==> src/rtl/prog_loader.sv <==
// Program loader: streams instructions into instruction memory while holding the CPU in reset.
// Optional macro PROG_LOADER_CLEAR_EN zero-fills the whole memory before each load.
module prog_loader #(
  parameter int ADDR_WIDTH    = 4,
  parameter int DATA_WIDTH    = 8,
  parameter int RELEASE_DELAY = 1
) (
  input  logic                  clk,
  input  logic                  reset_n,
  input  logic                  load_start,
  input  logic [ADDR_WIDTH:0]   load_len,
  input  logic                  in_valid,
  input  logic [DATA_WIDTH-1:0] in_data,
  output logic                  in_ready,
  output logic                  mem_we,
  output logic [ADDR_WIDTH-1:0] mem_addr,
  output logic [DATA_WIDTH-1:0] mem_wdata,
  output logic                  prog_enable,
  output logic                  cpu_reset,
  output logic                  busy,
  output logic                  done
);

  localparam int DEPTH = 1 << ADDR_WIDTH;
  localparam logic [ADDR_WIDTH:0] DEPTH_L = (ADDR_WIDTH+1)'(DEPTH);
  localparam logic [3:0] HOLD_LAST = 4'(RELEASE_DELAY - 1);

  typedef enum logic [2:0] {
    S_IDLE,
    S_LOAD,
    S_HOLD,
    S_RUN
`ifdef PROG_LOADER_CLEAR_EN
    , S_CLEAR
`endif
  } state_t;

  state_t                state_q;
  logic [ADDR_WIDTH-1:0] ptr_q;
  logic [ADDR_WIDTH:0]   len_q;
  logic [3:0]            hold_q;
  logic                  done_q;

  logic [ADDR_WIDTH:0]   len_d;
  logic                  beat;
  logic                  last_beat;

  assign len_d     = (load_len > DEPTH_L) ? DEPTH_L : load_len;
  assign beat      = (state_q == S_LOAD) && in_valid;
  assign last_beat = beat && ({1'b0, ptr_q} == (len_q - 1'b1));

  always_ff @(posedge clk) begin
    if (!reset_n) begin
      state_q <= S_IDLE;
      ptr_q   <= '0;
      len_q   <= '0;
      hold_q  <= '0;
      done_q  <= 1'b0;
    end else begin
      done_q <= 1'b0;
      case (state_q)
        S_IDLE, S_RUN: begin
          if (load_start) begin
            len_q  <= len_d;
            ptr_q  <= '0;
            hold_q <= '0;
`ifdef PROG_LOADER_CLEAR_EN
            state_q <= S_CLEAR;
`else
            state_q <= (len_d == '0) ? S_HOLD : S_LOAD;
`endif
          end
        end
`ifdef PROG_LOADER_CLEAR_EN
        S_CLEAR: begin
          // Pointer wraps back to 0 after the last cleared address, ready for LOAD.
          ptr_q <= ptr_q + 1'b1;
          if (ptr_q == '1) state_q <= (len_q == '0) ? S_HOLD : S_LOAD;
        end
`endif
        S_LOAD: begin
          if (last_beat) state_q <= S_HOLD;
          else if (beat) ptr_q <= ptr_q + 1'b1;
        end
        S_HOLD: begin
          if (hold_q == HOLD_LAST) begin
            state_q <= S_RUN;
            done_q  <= 1'b1;
          end else begin
            hold_q <= hold_q + 1'b1;
          end
        end
        default: state_q <= S_IDLE;
      endcase
    end
  end

  assign in_ready    = (state_q == S_LOAD);
  assign cpu_reset   = (state_q != S_RUN);
  assign prog_enable = (state_q != S_RUN);
  assign done        = done_q;
  assign mem_addr    = ptr_q;

`ifdef PROG_LOADER_CLEAR_EN
  assign busy      = (state_q == S_CLEAR) || (state_q == S_LOAD) || (state_q == S_HOLD);
  assign mem_we    = beat || (state_q == S_CLEAR);
  assign mem_wdata = (state_q == S_CLEAR) ? '0 : in_data;
`else
  assign busy      = (state_q == S_LOAD) || (state_q == S_HOLD);
  assign mem_we    = beat;
  assign mem_wdata = in_data;
`endif

endmodule

==> config.mk <==
export PLATFORM = sky130hd
export DESIGN_NAME = prog_loader
export DESIGN_NICKNAME = d
export VERILOG_FILES = /design/src/rtl/prog_loader.sv
export SDC_FILE = /design/constraint.sdc
export NUM_CORES = 1
export LEC_CHECK = 0
export BUFFER_PORTS_ARGS = -buffer_cell sky130_fd_sc_hd__buf_2
export CORE_ASPECT_RATIO = 1.2
export CORE_UTILIZATION = 45
export DETAILED_ROUTE_END_ITERATION = 8
export GPL_TIMING_DRIVEN = 1
export PLACE_DENSITY = 0.72
export SYNTH_ARGS = -nofsm -noshare
export SYNTH_HDL_FRONTEND = slang
export SYNTH_SLANG_ARGS = --single-unit
==> constraint.sdc <==
create_clock -name clk -period 2.58 [get_ports clk]
set_input_delay 0.387 -clock clk [delete_from_list [all_inputs] [get_ports clk]]
set_output_delay 0.387 -clock clk [all_outputs]
set_load 0.01 [all_outputs]
### Yosys cells after proc, flatten, opt, wreduce, memory -nomap -nowiden

Cells that the tools add are included.

| storage, ports and cells | value |
|---|---|
| input bits | 17 |
| bits in registers | 17 |
| RAM bits | 0 |
| memories | 0 |
| logic and storage cells | 47 |
| bits in latches | 0 |
| bits in read-only memories | 0 |

| operators by class | value |
|---|---|
| divide/modulo/power cells | 0 |
| equal/unequal tests | 11 |
| muxes and demuxes | 13 |
| order comparisons | 1 |
| reductions and logical operators | 14 |
| add/sub/neg operators | 3 |
| bitwise gates (word level) | 0 |
| multiply operators | 0 |
| shifts and indexed selects | 0 |

Operators with widths:

| cell | count |
|---|---|
| $mux 4 | 4 |
| $pmux 4 s2 | 2 |
| $mux 3 | 3 |
| $pmux 3 s3 | 1 |
| $add 4x1->4 const B | 2 |
| $ne 2x2->1 const B | 4 |
| $eq 3x2->1 const B | 2 |
| $reduce_and 3->1 | 2 |
| $eq 4x5->1 | 1 |
| $gt 5x5->1 const B | 1 |
| $logic_not 5->1 | 1 |
| $mux 5 | 1 |
| $sub 5x1->5 const B | 1 |
| $logic_not 4->1 | 1 |
| $ne 2x1->1 const B | 2 |
| $reduce_and 2->1 | 2 |
| $reduce_and 4->1 | 1 |
| $reduce_bool 2->1 | 2 |
| $eq 3x1->1 const B | 1 |
| $logic_not 3->1 | 1 |
| $ne 3x2->1 const B | 1 |
| $logic_and 1x1->1 | 2 |
| $mux 2 | 1 |
| $reduce_or 2->1 | 1 |
| other kinds (2) | 2 |

### Depth between registers and ports, before layout

Gate-level depths: netlist of the first run.

| logic depth | value |
|---|---|
| word-level depth | 6 |
| gate-level depth with buffers | 8 |
| depth with buffers taken out | 8 |

### Worst setup path after synthesis of the first run

Ideal clock, no wire load.

| timing | value |
|---|---|
| path type | flip-flop to flip-flop |
| start point | reg len_q[0] |
| end point | reg state_q[0] |
| required time | 2.464 ns |
| clock period less this slack | 1.895 ns |
| arrival | 1.778 ns |
| cell stages (with the launch flop) | 8 |
| slack | 0.685 ns |
| library setup time | 0.116 ns |
| path through | dfxtp_1 -> inv_1 -> ha_1 -> o21ba_1 -> a221oi_2 -> o211ai_2 -> a2111o_1 -> o211a_1 |

| on the way | value |
|---|---|
| longest elaborated chain between the ends | 5 |

Ends and longest elaborated chain:

| element | line | RTL |
|---|---|---|
| start: declaration | 40 | `logic [ADDR_WIDTH:0] len_q;` |
| start signal: assignment | 64 | `len_q <= len_d;` |
| $sub 5x1->5 | 50 | `assign last_beat = beat && ({1'b0, ptr_q} == (len_q - 1'b1));` |
| $eq 4x5->1 | 50 |  |
| $logic_and 1x1->1 | 50 |  |
| $ne 2x1->1 (no source line) | - |  |
| $reduce_and 3->1 (no source line) | - |  |
| end signal: assignment | 70 | `state_q <= (len_d == '0) ? S_HOLD : S_LOAD;` |
| end: declaration | 38 | `state_t state_q;` |

No other way between the ends.
A chain may end at the register's enable or synchronous reset.

### Worst setup path in the final report of the first run

| timing | value |
|---|---|
| start point | reg state_q[0] |
| end point | reg hold_q[3] |

| on the way | value |
|---|---|
| longest elaborated chain between the ends | 4 |
| elaborated cells on any way between the ends | 9 |
| those cells by class | eq/ne (4); mux (1); reduce/logical (4) |

Ends and longest elaborated chain:

| element | line | RTL |
|---|---|---|
| $eq 3x2->1 / $logic_not 3->1 (equally long branches) | 61 | `case (state_q)` |
| $reduce_or 2->1 | 61 |  |
| $ne 2x2->1 (no source line) / $reduce_bool 2->1 (equally long branches) | - |  |
| $reduce_and 3->1 (no source line) | - |  |
| end signal: assignment | 90 | `hold_q <= hold_q + 1'b1;` |
| end: declaration | 41 | `logic [3:0] hold_q;` |

Parallel ways exist; a longest one is shown, timed or not.

==> flow_metrics.tcl, run 1 <==
set metrics [dict create \
    setup_slack_ns 0.4821 \
    num_rows 18 \
    cts_resized 0 \
    die_area_um2 2545 \
    ys_seq_elements 16 \
    worst_pin_slew_ns 0.6303 \
    finalCriticalPeriod_ns 2.098 \
    critPathKind "reg -> reg" \
    critPathMaxFanout 7 \
    synth_edf_count 0 \
    drive_above_1_share 0.2190 \
    multi_input_area_um2 608.1 \
    area_delta_synth_final_pct 7.346 \
    synth_most_common_cell "dfxtp_1" \
    setup_viol 0 \
    netlist_instances 127 \
    final_util 0.5298 \
    place_congestion 0.8541 \
    relSlewSlack 0.5770 \
    outcome "finished clean" \
    pwr-share-seq 0.319 \
    ys_types 34 \
    synth_flop_cell "dfxtp_1" \
    start_util 0.4936 \
    grt_pass1_vias 786 \
    ys_warn_count 0 \
    vias 885 \
    antenna_found_initial 0 \
    synth_top_area_share 0.3033 \
    wl_per_cell_um 11.51 \
    grt_pass1_wl_mm 3.160 \
    finalNetCount 162 \
    stdcell_area_um2 1134 \
    post-cts-setup-buffers 0 \
    stdcell_count 167 \
    path_cells "inv_1 -> ha_1 -> nor2b_1 -> a311oi_1 -> nand4_1 -> xor2_1 -> nor2_1" \
    insertion_delay_ns 0.29 \
    root_buffer "clkbuf_4" \
    setup_tns_ns 0 \
    grt_max_degree 18 \
    critPathTopFamily "compound AO/OA/AOI/OAI gates" \
    numCtsBuffers 3 \
    placed_area_um2 1097 \
    async_flop_share 0 \
    p_per_area_nw_per_um2 893.1 \
    max_freq_ghz 0.4767 \
    postSynthAreaPerCell_um2 8.315 \
    ant_nets 0 \
    port_buffers 18 \
    hold_viol 0 \
    die_w_um 46.22 \
    drt-pass1-iter-count 4 \
    core_area_um2 2140 \
    maxCapViolCount 0 \
    p_clk_frac 0.165 \
    total_power_mw 1.012 \
    area.sequential_um2 320.3 \
    critPathLaunchType "flop" \
    wl_mm 1.922 \
    syn_area_um2 1056 \
    combPwrFrac 0.516 \
    internal_power_uw 586.5 \
    min_path_type "in -> reg" \
    cts_sinks 16 \
    cp.arrival_ns 2.28 \
    endpoint_kind "flop" \
    p_sw_uw 426.0 \
    dp.cells 163 \
    place_ws_ns 0.4946 \
    yosys-top-cells-count "16 x dfxtp_1, 11 x inv_1, 11 x nand2_1" \
    vias_per_cell 5.299 \
    ir_worst_vdd_mv 0.3566 \
    fin_skew_ns 0.003174 \
    synth_top_area_cell "dfxtp_1" \
    rsz0062_at_grt "no" \
    n_antenna_cell 0 \
    cp.required_ns 2.76 \
    slowest_stage "a311oi_1" \
    synth_fp_nets 151 \
    crit_buf_inv 1 \
    yosys-top-cells-area "dfxtp_1 30%, ha_1 8.3%, buf_4 6.4%, a21oi_1 4.3%, inv_1 3.9%" \
    period_share 0.8131 \
    drcViolationCount 0 \
    ios 35 \
    report.final.slew_viol_count 0 \
    hpwl_mm 1.519 \
    cts_tree "built" \
    grt-ovfl-total 0 \
    leakage_nw 0.4931 \
    yosysSeqAreaShare 0.3033 \
    dieHeight_um 55.07 \
    critical_path.max_stage_delay_ns 0.57 \
    drtIter0Drc 15 \
    rrSetupSlack_ns 0.48 \
    hold_buffers 0 \
    clk_pin_slew_worst_paths_ns 0.10 \
    cts_max_level 1 \
    grt.total_usage 0.1750 \
    clockBufferDepth 2 \
    fillers 201 \
    fin_hold_ws_ns 0.4082 \
    swShare 0.4207 \
]
power groups by stage:
| stage | combinational [mW] | clock, mW | sequential [mW] |
|---|---|---|---|
| finish | 0.522 | 0.167 | 0.323 |
| global route | 0.587 | 0.185 | 0.331 |
| CTS | 0.524 | 0.169 | 0.323 |
| detailed placement | 0.521 | 0 | 0.329 |
| global placement | 0.510 | 0 | 0.326 |
| floorplan | 0.420 | 0 | 0.324 |
cells in the final DEF, fill, tap and decap left out, types with 3 or more instances in the layout:
master and instances:
nand2b_1 3, nor3b_1 4, nand2_1 11, o21ai_0 4
nor2b_1 5, nor3_1 4, nor2_1 6, inv_1 11
xnor2_1 4, buf_2 18, xor2_1 3, nand3_1 7
a21oi_1 9, ha_1 7, clkbuf_4 3, dfxtp_1 16
layer usage:
layer,up-vias,GRT usage,share of wire
met5,-,0,0
met4,0,0.09804,0.014
met3,6,0.03896,0.035
met2,25,0.3122,0.50
met1,406,0.1870,0.45
li1,448,-,-
state kept, by name (all words and copies together), names as in the netlist:
name / cells
done: 1
hold_q: 4
len_q: 5
mem_addr: 4
state_q: 2
final timing paths:
check,end,cells after the start,start
setup / recovery,hold_q[3],7,state_q[0]
hold / removal,len_q[4],3,load_start
setup reg to reg,hold_q[3],7,state_q[0]
hold reg to reg,len_q[4],2,len_q[4]
cell type report:
type	count	share of cell area
multi-input combinational	88	0.5364
sequential	16	0.2826
timing repair buffer	18	0.07947
inverter	11	0.03642
tap	30	0.03311
clock buffer	4	0.03201
worst min-delay path, stage by stage:
cell and delay [ns]:
buf_2 0.12, nand3_1 0.08, a21oi_1 0.06
kinds of logic (layout without fill, tap and decap cells):
kind of cell,after synthesis,in the layout,share of synthesized area
xor+xnor,7,7,0.05806
mux,2,2,0.01896
compound gates,24,24,0.1706
flops,16,16,0.3033
simple gates,48,48,0.2453
buf+inv,23,33,0.1209
fa+ha+maj,7,7,0.08293
(Power assumes the default switching activity.)
==> inputs of run 2 (changes only) <==
==> constraint.sdc (replaced) <==
create_clock -name clk -period 2 [get_ports clk]
set_input_delay 0.3 -clock clk [delete_from_list [all_inputs] [get_ports clk]]
set_output_delay 0.3 -clock clk [all_outputs]
set_load 0.01 [all_outputs]
==> flow_metrics.tcl, run 2 (same netlist as run 1, synthesis figures left out) <==
set metrics [dict create \
    critPathLaunchType "flop" \
    grt_max_degree 18 \
    cp.arrival_ns 2.05 \
    cts_tree "built" \
    fillers 207 \
    period_share 0.9325 \
    reg2reg_to "state_q[0]" \
    clockBufferDepth 2 \
    report.final.slew_viol_count 0 \
    start_util 0.4936 \
    wl_met2_mm 1.058 \
    rrSetupSlack_ns 0.14 \
    largest_reg_flops 5 \
    rr_worst_depth 7 \
    clk_pin_slew_worst_paths_ns 0.09 \
    antenna_found_initial 0 \
    vias 912 \
    grt.total_usage 0.1736 \
    worst_pin_slew_ns 0.2926 \
    min_path_cells 3 \
    ant_nets 0 \
    insertion_delay_ns 0.29 \
    dp.cells 169 \
    rsz0062_at_grt "no" \
    endpoint_kind "flop" \
    drtIter0Drc 27 \
    numCtsBuffers 3 \
    regMostFlops "len_q" \
    fin_skew_ns 0.006211 \
    min_path_type "in -> reg" \
    stdcell_count 172 \
    drt-pass1-iter-count 4 \
    grt_pass1_wl_mm 3.139 \
    hpwl_mm 1.590 \
    whs_endpoint "len_q[4]" \
    relSlewSlack 0.8024 \
    drive_above_1_share 0.2535 \
    wl_mm 2.046 \
    area_delta_synth_final_pct 10.55 \
    post-cts-setup-buffers 0 \
    setup_tns_ns 0 \
    max_freq_ghz 0.5362 \
    core_area_um2 2140 \
    crit-reg2reg-launch "len_q[1]" \
    placed_area_um2 1142 \
    ios 35 \
    wl_met1_um 860 \
    n_antenna_cell 0 \
    fin_hold_ws_ns 0.3078 \
    cp.required_ns 2.19 \
    finalNetCount 168 \
    wl_met3_um 88 \
    hold_viol 0 \
    layout_common_cells "18 x buf_2, 16 x dfxtp_1, 11 x inv_1, 11 x nand2_1, 9 x a21oi_1" \
    leakage_nw 0.5141 \
    die_area_um2 2545 \
    critPathKind "reg -> reg" \
    drcViolationCount 0 \
    grt_pass1_vias 758 \
    die_w_um 46.22 \
    root_buffer "clkbuf_4" \
    wl_per_cell_um 11.90 \
    dieHeight_um 55.07 \
    finalCriticalPeriod_ns 1.865 \
    routed.top_layer "met4" \
    setup_viol 0 \
    hp-start "load_start" \
    total_power_mw 1.355 \
    ir_worst_vdd_mv 0.6036 \
    outcome "finished clean" \
    critPathMaxFanout 4 \
    p_per_area_nw_per_um2 1161 \
    vias_per_cell 5.302 \
    grt-ovfl-total 0 \
    cts_max_level 1 \
    cts_sinks 16 \
    num_rows 18 \
    place_congestion 0.8016 \
    port_buffers 18 \
    maxCapViolCount 0 \
    layout.cells.most_common "buf_2" \
    stdcell_area_um2 1167 \
]
[run 2: cell types whose count changed in the layout (fill, tap and decap cells not counted), sizes merged]
cell    before  now
clkbuf       4    3
buf         18   24
[run 2: worst max-delay path by stage]
stage | startpoint | end | slack (ns) | cells after the start
after floorplan | len_q[0] | state_q[0] | 0.11 | 7
after global placement | len_q[1] | state_q[0] | 0.16 | 7
after detailed placement | len_q[1] | state_q[0] | 0.11 | 7
after CTS | len_q[1] | state_q[0] | 0.10 | 7
after global routing | len_q[1] | state_q[0] | 0.03 | 7
final | len_q[1] | state_q[0] | 0.14 | 7
[run 2: what timing repair did]
action,4_1_cts,5_1_grt
hold buffers,0,0
setup endpoints to repair,0,1
gates resized for setup,0,1
[run 2: stage by stage]
stage / util / setup slack (ns)
2_1_floorplan: - / 0.1055
3_3_place_gp: 0.5339 / 0.1624
3_5_place_dp: 0.5339 / 0.1148
4_1_cts: 0.5444 / 0.1000
5_1_grt: 0.5456 / 0.03097
6_report: 0.5456 / 0.1350
[run 2: worst max-delay path, cell delays in order, from the launching register on]
cell      delay, ns
dfxtp_1        0.36
inv_1          0.05
ha_2           0.19
o21ba_1        0.18
a221oi_2       0.27
o211ai_2       0.16
a2111o_1       0.43
o211a_1        0.12
[run 2: final cells by class]
class	instances	area, µm²	share of cell area
repair buffers	24	135.1	0.1158
flip-flops and latches	16	320.3	0.2744
multi-input cells	88	610.6	0.5230
clock buffers	3	22.52	0.01929
well taps	30	37.54	0.03215
inverters	11	41.29	0.03537
[run 2: per-layer routing]
| metal | track usage | vias up |
|---|---|---|
| li1 | - | 459 |
| met1 | 0.1890 | 418 |
| met2 | 0.3122 | 29 |
| met3 | 0.04870 | 6 |
| met4 | 0.06863 | 0 |
| met5 | 0 | - |
[run 2: power breakdown]
| part | switching, mW | total (mW) | internal [mW] |
|---|---|---|---|
| registers | 0.0472 | 0.414 | 0.367 |
| clock network | 0.0994 | 0.169 | 0.0701 |
| logic | 0.420 | 0.771 | 0.351 |
